$ cat src/rtl/calc_pkg.sv
// Shared types for the accumulator calculator: ALU opcodes, queued command record
// and scheduler FSM states.
package calc_pkg;

  typedef enum logic [1:0] {
    OP_ADD = 2'd0,
    OP_SUB = 2'd1,
    OP_OR  = 2'd2,
    OP_EQ  = 2'd3
  } op_e;

  typedef struct packed {
    logic       id;
    op_e        op;
    logic [7:0] num;
  } calc_cmd_t;

  typedef enum logic {
    S_IDLE = 1'b0,
    S_WAIT = 1'b1
  } sched_state_e;

endpackage

$ cat src/rtl/calc_cmd_fifo.sv
// Small synchronous FIFO of calc_cmd_t records with wrapping pointers and an
// occupancy count; pushes when full and pops when empty are dropped.
module calc_cmd_fifo
  import calc_pkg::*;
#(
  parameter int DEPTH = 4
) (
  input  logic                         clock,
  input  logic                         Reset,
  input  logic                         push,
  input  calc_cmd_t                    push_cmd,
  input  logic                         pop,
  output calc_cmd_t                    head,
  output logic                         full,
  output logic                         empty,
  output logic [$clog2(DEPTH+1)-1:0]   count
);

  localparam int PW = $clog2(DEPTH);
  localparam int CW = $clog2(DEPTH + 1);
  localparam logic [CW-1:0] DEPTH_C = CW'(DEPTH);

  logic [PW-1:0] wr_ptr_q, wr_ptr_d;
  logic [PW-1:0] rd_ptr_q, rd_ptr_d;
  logic [CW-1:0] count_q, count_d;
  logic          do_push, do_pop;
  calc_cmd_t     mem_q [DEPTH];

  assign full    = (count_q == DEPTH_C);
  assign empty   = (count_q == '0);
  assign do_push = push && !full;
  assign do_pop  = pop && !empty;

  always_comb begin
    wr_ptr_d = wr_ptr_q;
    rd_ptr_d = rd_ptr_q;
    count_d  = count_q;
    if (do_push) wr_ptr_d = wr_ptr_q + PW'(1);
    if (do_pop)  rd_ptr_d = rd_ptr_q + PW'(1);
    if (do_push && !do_pop)      count_d = count_q + CW'(1);
    else if (!do_push && do_pop) count_d = count_q - CW'(1);
  end

  // NOTE: sequential state uses non-blocking assignments only, so every flop
  // samples the pre-edge value of its neighbours regardless of block order.
  always_ff @(posedge clock or posedge Reset) begin
    if (Reset) begin
      wr_ptr_q <= '0;
      rd_ptr_q <= '0;
      count_q  <= '0;
    end else begin
      wr_ptr_q <= wr_ptr_d;
      rd_ptr_q <= rd_ptr_d;
      count_q  <= count_d;
    end
  end

  // NOTE: storage is deliberately not reset; the pointers and count decide
  // which entries are valid, so stale contents are never observed.
  always_ff @(posedge clock) begin
    if (do_push) mem_q[wr_ptr_q] <= push_cmd;
  end

  assign head  = mem_q[rd_ptr_q];
  assign count = count_q;

endmodule

$ cat src/rtl/calc_cmd_scheduler.sv
// Shares the accumulator ALU between two requesters: round-robin arbiter into a
// command FIFO, then an issue FSM that runs one command at a time with a timeout.
module calc_cmd_scheduler
  import calc_pkg::*;
#(
  parameter int DEPTH   = 4,
  parameter int TIMEOUT = 15
) (
  input  logic                        clock,
  input  logic                        Reset,
  input  logic                        req0_valid,
  input  logic [1:0]                  req0_op,
  input  logic [7:0]                  req0_num,
  output logic                        req0_ready,
  input  logic                        req1_valid,
  input  logic [1:0]                  req1_op,
  input  logic [7:0]                  req1_num,
  output logic                        req1_ready,
  output logic                        alu_go,
  output logic [1:0]                  alu_op,
  output logic [7:0]                  alu_num,
  input  logic                        alu_done,
  input  logic [7:0]                  alu_result,
  output logic                        rsp_valid,
  output logic                        rsp_id,
  output logic [7:0]                  rsp_result,
  output logic                        rsp_err,
  output logic                        busy,
  output logic [$clog2(DEPTH+1)-1:0]  fifo_count
);

  localparam int TW = $clog2(TIMEOUT + 1);
  localparam logic [TW-1:0] TIMEOUT_C = TW'(TIMEOUT);

  logic         push, pop, full, empty;
  calc_cmd_t    push_cmd, head;
  logic         rr_q, rr_d;
  sched_state_e state_q, state_d;
  logic         alu_go_q, alu_go_d;
  op_e          alu_op_q, alu_op_d;
  logic [7:0]   alu_num_q, alu_num_d;
  logic         rsp_id_q, rsp_id_d;
  logic         rsp_valid_q, rsp_valid_d;
  logic [7:0]   rsp_result_q, rsp_result_d;
  logic         rsp_err_q, rsp_err_d;
  logic [TW-1:0] tmo_q, tmo_d, tmo_inc;

  calc_cmd_fifo #(.DEPTH(DEPTH)) u_fifo (
    .clock    (clock),
    .Reset    (Reset),
    .push     (push),
    .push_cmd (push_cmd),
    .pop      (pop),
    .head     (head),
    .full     (full),
    .empty    (empty),
    .count    (fifo_count)
  );

  // Ready is withheld whenever full, even if the head pops this cycle.
  always_comb begin
    req0_ready = 1'b0;
    req1_ready = 1'b0;
    push       = 1'b0;
    push_cmd   = '0;
    rr_d       = rr_q;
    if (!full) begin
      if (req0_valid && (!req1_valid || !rr_q)) begin
        req0_ready = 1'b1;
        push       = 1'b1;
        push_cmd   = '{id: 1'b0, op: op_e'(req0_op), num: req0_num};
        rr_d       = 1'b1;
      end else if (req1_valid) begin
        req1_ready = 1'b1;
        push       = 1'b1;
        push_cmd   = '{id: 1'b1, op: op_e'(req1_op), num: req1_num};
        rr_d       = 1'b0;
      end
    end
  end

  // NOTE: every _d starts from its hold value before any branch, so no path
  // leaves a combinational output unassigned and no latch is inferred.
  always_comb begin
    state_d      = state_q;
    pop          = 1'b0;
    alu_go_d     = 1'b0;
    alu_op_d     = alu_op_q;
    alu_num_d    = alu_num_q;
    rsp_id_d     = rsp_id_q;
    rsp_valid_d  = 1'b0;
    rsp_result_d = rsp_result_q;
    rsp_err_d    = rsp_err_q;
    tmo_d        = tmo_q;
    tmo_inc      = (tmo_q == TIMEOUT_C) ? tmo_q : tmo_q + TW'(1);
    case (state_q)
      S_IDLE: begin
        if (!empty) begin
          pop       = 1'b1;
          alu_op_d  = head.op;
          alu_num_d = head.num;
          rsp_id_d  = head.id;
          alu_go_d  = 1'b1;
          tmo_d     = '0;
          state_d   = S_WAIT;
        end
      end
      S_WAIT: begin
        // A done that coincides with the go strobe belongs to an earlier operation.
        if (!alu_go_q) begin
          if (alu_done) begin
            rsp_valid_d  = 1'b1;
            rsp_result_d = alu_result;
            rsp_err_d    = 1'b0;
            state_d      = S_IDLE;
          end else begin
            tmo_d = tmo_inc;
            if (tmo_inc == TIMEOUT_C) begin
              rsp_valid_d  = 1'b1;
              rsp_result_d = '0;
              rsp_err_d    = 1'b1;
              state_d      = S_IDLE;
            end
          end
        end
      end
    endcase
  end

  always_ff @(posedge clock or posedge Reset) begin
    if (Reset) begin
      rr_q         <= 1'b0;
      state_q      <= S_IDLE;
      alu_go_q     <= 1'b0;
      alu_op_q     <= OP_ADD;
      alu_num_q    <= '0;
      rsp_id_q     <= 1'b0;
      rsp_valid_q  <= 1'b0;
      rsp_result_q <= '0;
      rsp_err_q    <= 1'b0;
      tmo_q        <= '0;
    end else begin
      rr_q         <= rr_d;
      state_q      <= state_d;
      alu_go_q     <= alu_go_d;
      alu_op_q     <= alu_op_d;
      alu_num_q    <= alu_num_d;
      rsp_id_q     <= rsp_id_d;
      rsp_valid_q  <= rsp_valid_d;
      rsp_result_q <= rsp_result_d;
      rsp_err_q    <= rsp_err_d;
      tmo_q        <= tmo_d;
    end
  end

  assign alu_go     = alu_go_q;
  assign alu_op     = alu_op_q;
  assign alu_num    = alu_num_q;
  assign rsp_valid  = rsp_valid_q;
  assign rsp_id     = rsp_id_q;
  assign rsp_result = rsp_result_q;
  assign rsp_err    = rsp_err_q;
  assign busy       = !empty || (state_q != S_IDLE);

endmodule

$ cat config.mk
export PLATFORM = sky130hd
export DESIGN_NAME = calc_cmd_scheduler
export DESIGN_NICKNAME = d
export VERILOG_FILES = /design/src/rtl/calc_pkg.sv /design/src/rtl/calc_cmd_fifo.sv /design/src/rtl/calc_cmd_scheduler.sv
export SDC_FILE = /design/constraint.sdc
export NUM_CORES = 1
export LEC_CHECK = 0
export ABC_AREA = 1
export CORE_UTILIZATION = 40
export CTS_CLUSTER_SIZE = 24
export DETAILED_ROUTE_END_ITERATION = 10
export PLACE_DENSITY = 0.66
export SLEW_MARGIN = 20
export SYNTH_ARGS = -nofsm -noshare
export SYNTH_HDL_FRONTEND = slang
export SYNTH_HIERARCHICAL = 1
export SYNTH_SLANG_ARGS = --single-unit
$ cat constraint.sdc
create_clock -name clock -period 5.8 [get_ports clock]
set_input_delay 1.16 -clock clock [delete_from_list [all_inputs] [get_ports clock]]
set_output_delay 1.16 -clock clock [all_outputs]
set_load 0.01 [all_outputs]
==> out/qor.yml <==
detailed_routing:
  drc: 0
  viasPerCell: 4.80
  drt_pass1_iterations: 4
  post_drt_wl_per_cell_um: 13.4
  ant_nets: 0
  wl_mm: 6.72
  drtIter0Drc: 91
  num_vias: 2402
synth:
  ys_top_cells_by_area: "edfxtp_1 (37%), dfrtp_1 (25%), nand2_1 (8.8%), inv_1 (5.7%), o211ai_1 (4.7%)"
  yosys-mux-area-fraction: 0.0349
  synth-simple-area-share: 0.143
  synth_common_cells: "nand2_1 (83), inv_1 (54), edfxtp_1 (44)"
  syn-num-nets: 368
  synthDistinctLibCells: 26
  yosysMostFrequentCell: "nand2_1"
  synth_edf_count: 44
  synth_adder_area_share: 0.0268
  synthCells: 328
  synth_compound_area_frac: 0.0847
  synth_top_family_by_area: "simple AND/OR/NAND/NOR gates"
  yosysWarningCount: 6
  synth-seq-cells: 79
  syn_avg_cell_area_sq_um: 10.8
  post_synth_xor_area_fraction: 0.00247
  yosysSeqAreaShare: 0.620
  synth.cell_area_sq_mm: 0.00355
  yosysTopAreaCell: "edfxtp_1"
  synthFlopType: "edfxtp_1"
  ys_async_sr_fraction: 0.443
  yosys.area.top_type_share: 0.373
layout:
  drive_gt1_frac: 0.0937
  area_growth_pct: 24.3
  antenna_cells: 0
  n_fill_cell: 744
  fin_cells: 500
  final_nets: 430
grt:
  grt_usage: 0.154
  grt_pass1_wl_mm: 10.5
  grt_pass1_vias: 2259
  overflow: 0
  grt_max_degree: 46
  antenna_found_initial: 0
clocking:
  post_cts_resized: 0
  h-tree-depth: 3
  clk_pin_slew_ns: 0.07
  worstSkewPairLatency_ns: 0.34
  cts_root_buf: "clkbuf_8"
  cts_setup_buffers: 0
  cts_made_buffers: 9
  cts_num_sinks: 79
  clockBufferDepth: 2
  cts_tree: "done"
  cts_hold_buf: 0
worst_setup_path:
  r2r-end: "u_fifo/mem_q[2][9]"
  cpPeakStageDelay_ns: 0.63
  crit_path_start: "req1_valid"
  cp_data_required_time_ns: 4.64
  crit_path_frequent_cell: "nand2_1"
  critPathLaunchType: "input pin"
  reg2reg_depth: 6
  path_class: "input pin to primary output"
  endpoint: "req1_ready"
  cp_max_fo: 15
  slowest_stage: "clkdlybuf4s50_1"
  worstReg2RegStart: "u_fifo/count[0]"
  ff2ff_setup_slack_ns: 3.27
  crit_path_end_kind: "primary output"
  worstPathCellList: "clkdlybuf4s50_1 > nand2_1 > nand2_1 > nand2_1 > inv_1 > clkdlybuf4s50_1"
  cp.arrival_ns: 2.82
worst_hold_path:
  hold_path_class: "flip-flop to flip-flop"
pwr:
  power_density_mw_per_mm2: 525
  peakVddDrop_mv: 0.281
  p_leak_nw: 1.98
die:
  die-area_sq_mm: 0.00924
  core.rowCount: 33
  start_util: 0.423
  core_area_sq_mm: 0.00838
  pin_count: 61
  die_h_um: 96.2
  die_w_um: 96.2
sta:
  setup_viol: 0
  relSlewSlack: 0.249
  drv_slew: 0
  fin_crit_ns: 3.98
  fin_crit_sh: 0.686
  tightest_slew_ns: 1.12
  finalClockSkew_ns: 0.00883
  rsz0062_at_grt: "no"
  report.final.hold_viol_count: 0
  fmax_ghz: 0.251
  fin_setup_tns_ns: 0
run:
  cap_violations: 0
placement:
  dpl.hpwl_mm: 4.74
  numPortBuffers: 60
  dp.cells: 484
  gp_congestion: 0.727
status:
  outcome: "finished clean"
## sequential cells by signal, indices dropped and copies added (netlist names), 2 cells and up
name             count
u_fifo/count         3
alu_op               2
rsp_result           8
u_fifo/mem_q        44
u_fifo/wr_ptr_q      2
u_fifo/rd_ptr_q      2
tmo_q                4
alu_num              8
## through the flow
step                utilization  setup slack, ns  total power [mW]  hold WS [ns]  area, sq um
floorplan                     -             3.03              1.60         0.483         3550
global placement          0.501             1.81              1.89         0.459         4200
global route              0.526             1.71              2.49         0.499         4410
detailed placement        0.501             1.79              1.93         0.460         4200
CTS                       0.526             1.79              2.35         0.479         4410
finish                    0.526             1.82              2.32         0.474         4410
## logic make-up after synthesis
logic type               after synthesis
AO/OA/AOI/OAI                         40
XOR/XNOR                               1
adder cells (fa/ha/maj)                7
buffers and inverters                 68
flip-flops                            79
multiplexers                          11
AND/OR/NAND/NOR                      122
## worst max-delay path: cells and delay by family
| family | cells | cell delay [ns] |
|---|---|---|
| buffers and inverters | 3 | 1.46 |
| AND/OR/NAND/NOR | 3 | 0.20 |
## worst min path at each step
stage | startpoint | to | slack [ns] | cells past startpoint
3_3_place_gp | rsp_err | rsp_err | 0.46 | 2
3_5_place_dp | rsp_result[6] | rsp_result[6] | 0.46 | 2
2_1_floorplan | u_fifo/rd_ptr_q[0] | u_fifo/rd_ptr_q[0] | 0.48 | 2
4_1_cts | rsp_result[6] | rsp_result[6] | 0.48 | 2
6_report | rsp_result[6] | rsp_result[6] | 0.47 | 2
5_1_grt | rsp_result[1] | rsp_result[1] | 0.50 | 2
## layer usage
layer / GRT usage / wire length (um) / up-vias
met2: 0.271 / 3300 / 70
li1: - / - / 1210
met4: 0.0336 / 20 / 0
met3: 0.0506 / 462 / 2
met5: 0 / 0 / -
met1: 0.183 / 2940 / 1120
## layout make-up
cell class              count  area, sq um  area share
multi-input cells         181         1040       0.235
well taps                 105          131      0.0298
repair buffers             63          623       0.141
inverters                  56          210      0.0477
clock inverters             4         23.8     0.00539
flip-flops and latches     79         2200       0.498
clock buffers              12          188      0.0426
## report_power, final
group / internal (mW) / switching (mW)
Sequential: 0.844 / 0.116
Combinational: 0.425 / 0.526
Clock: 0.218 / 0.188
## placed cells by master (no fill, tap or decap), drive strengths merged, types with 6 or more instances in the layout
master,count
nand2,85
clkdlybuf4s50,60
inv,56
edfxtp,44
dfrtp,35
o211ai,22
nand3,18
nor2,16
clkbuf,12
mux2,11
a22o,10
ha,6
Note: power is estimated with default switching activity, not from simulation.
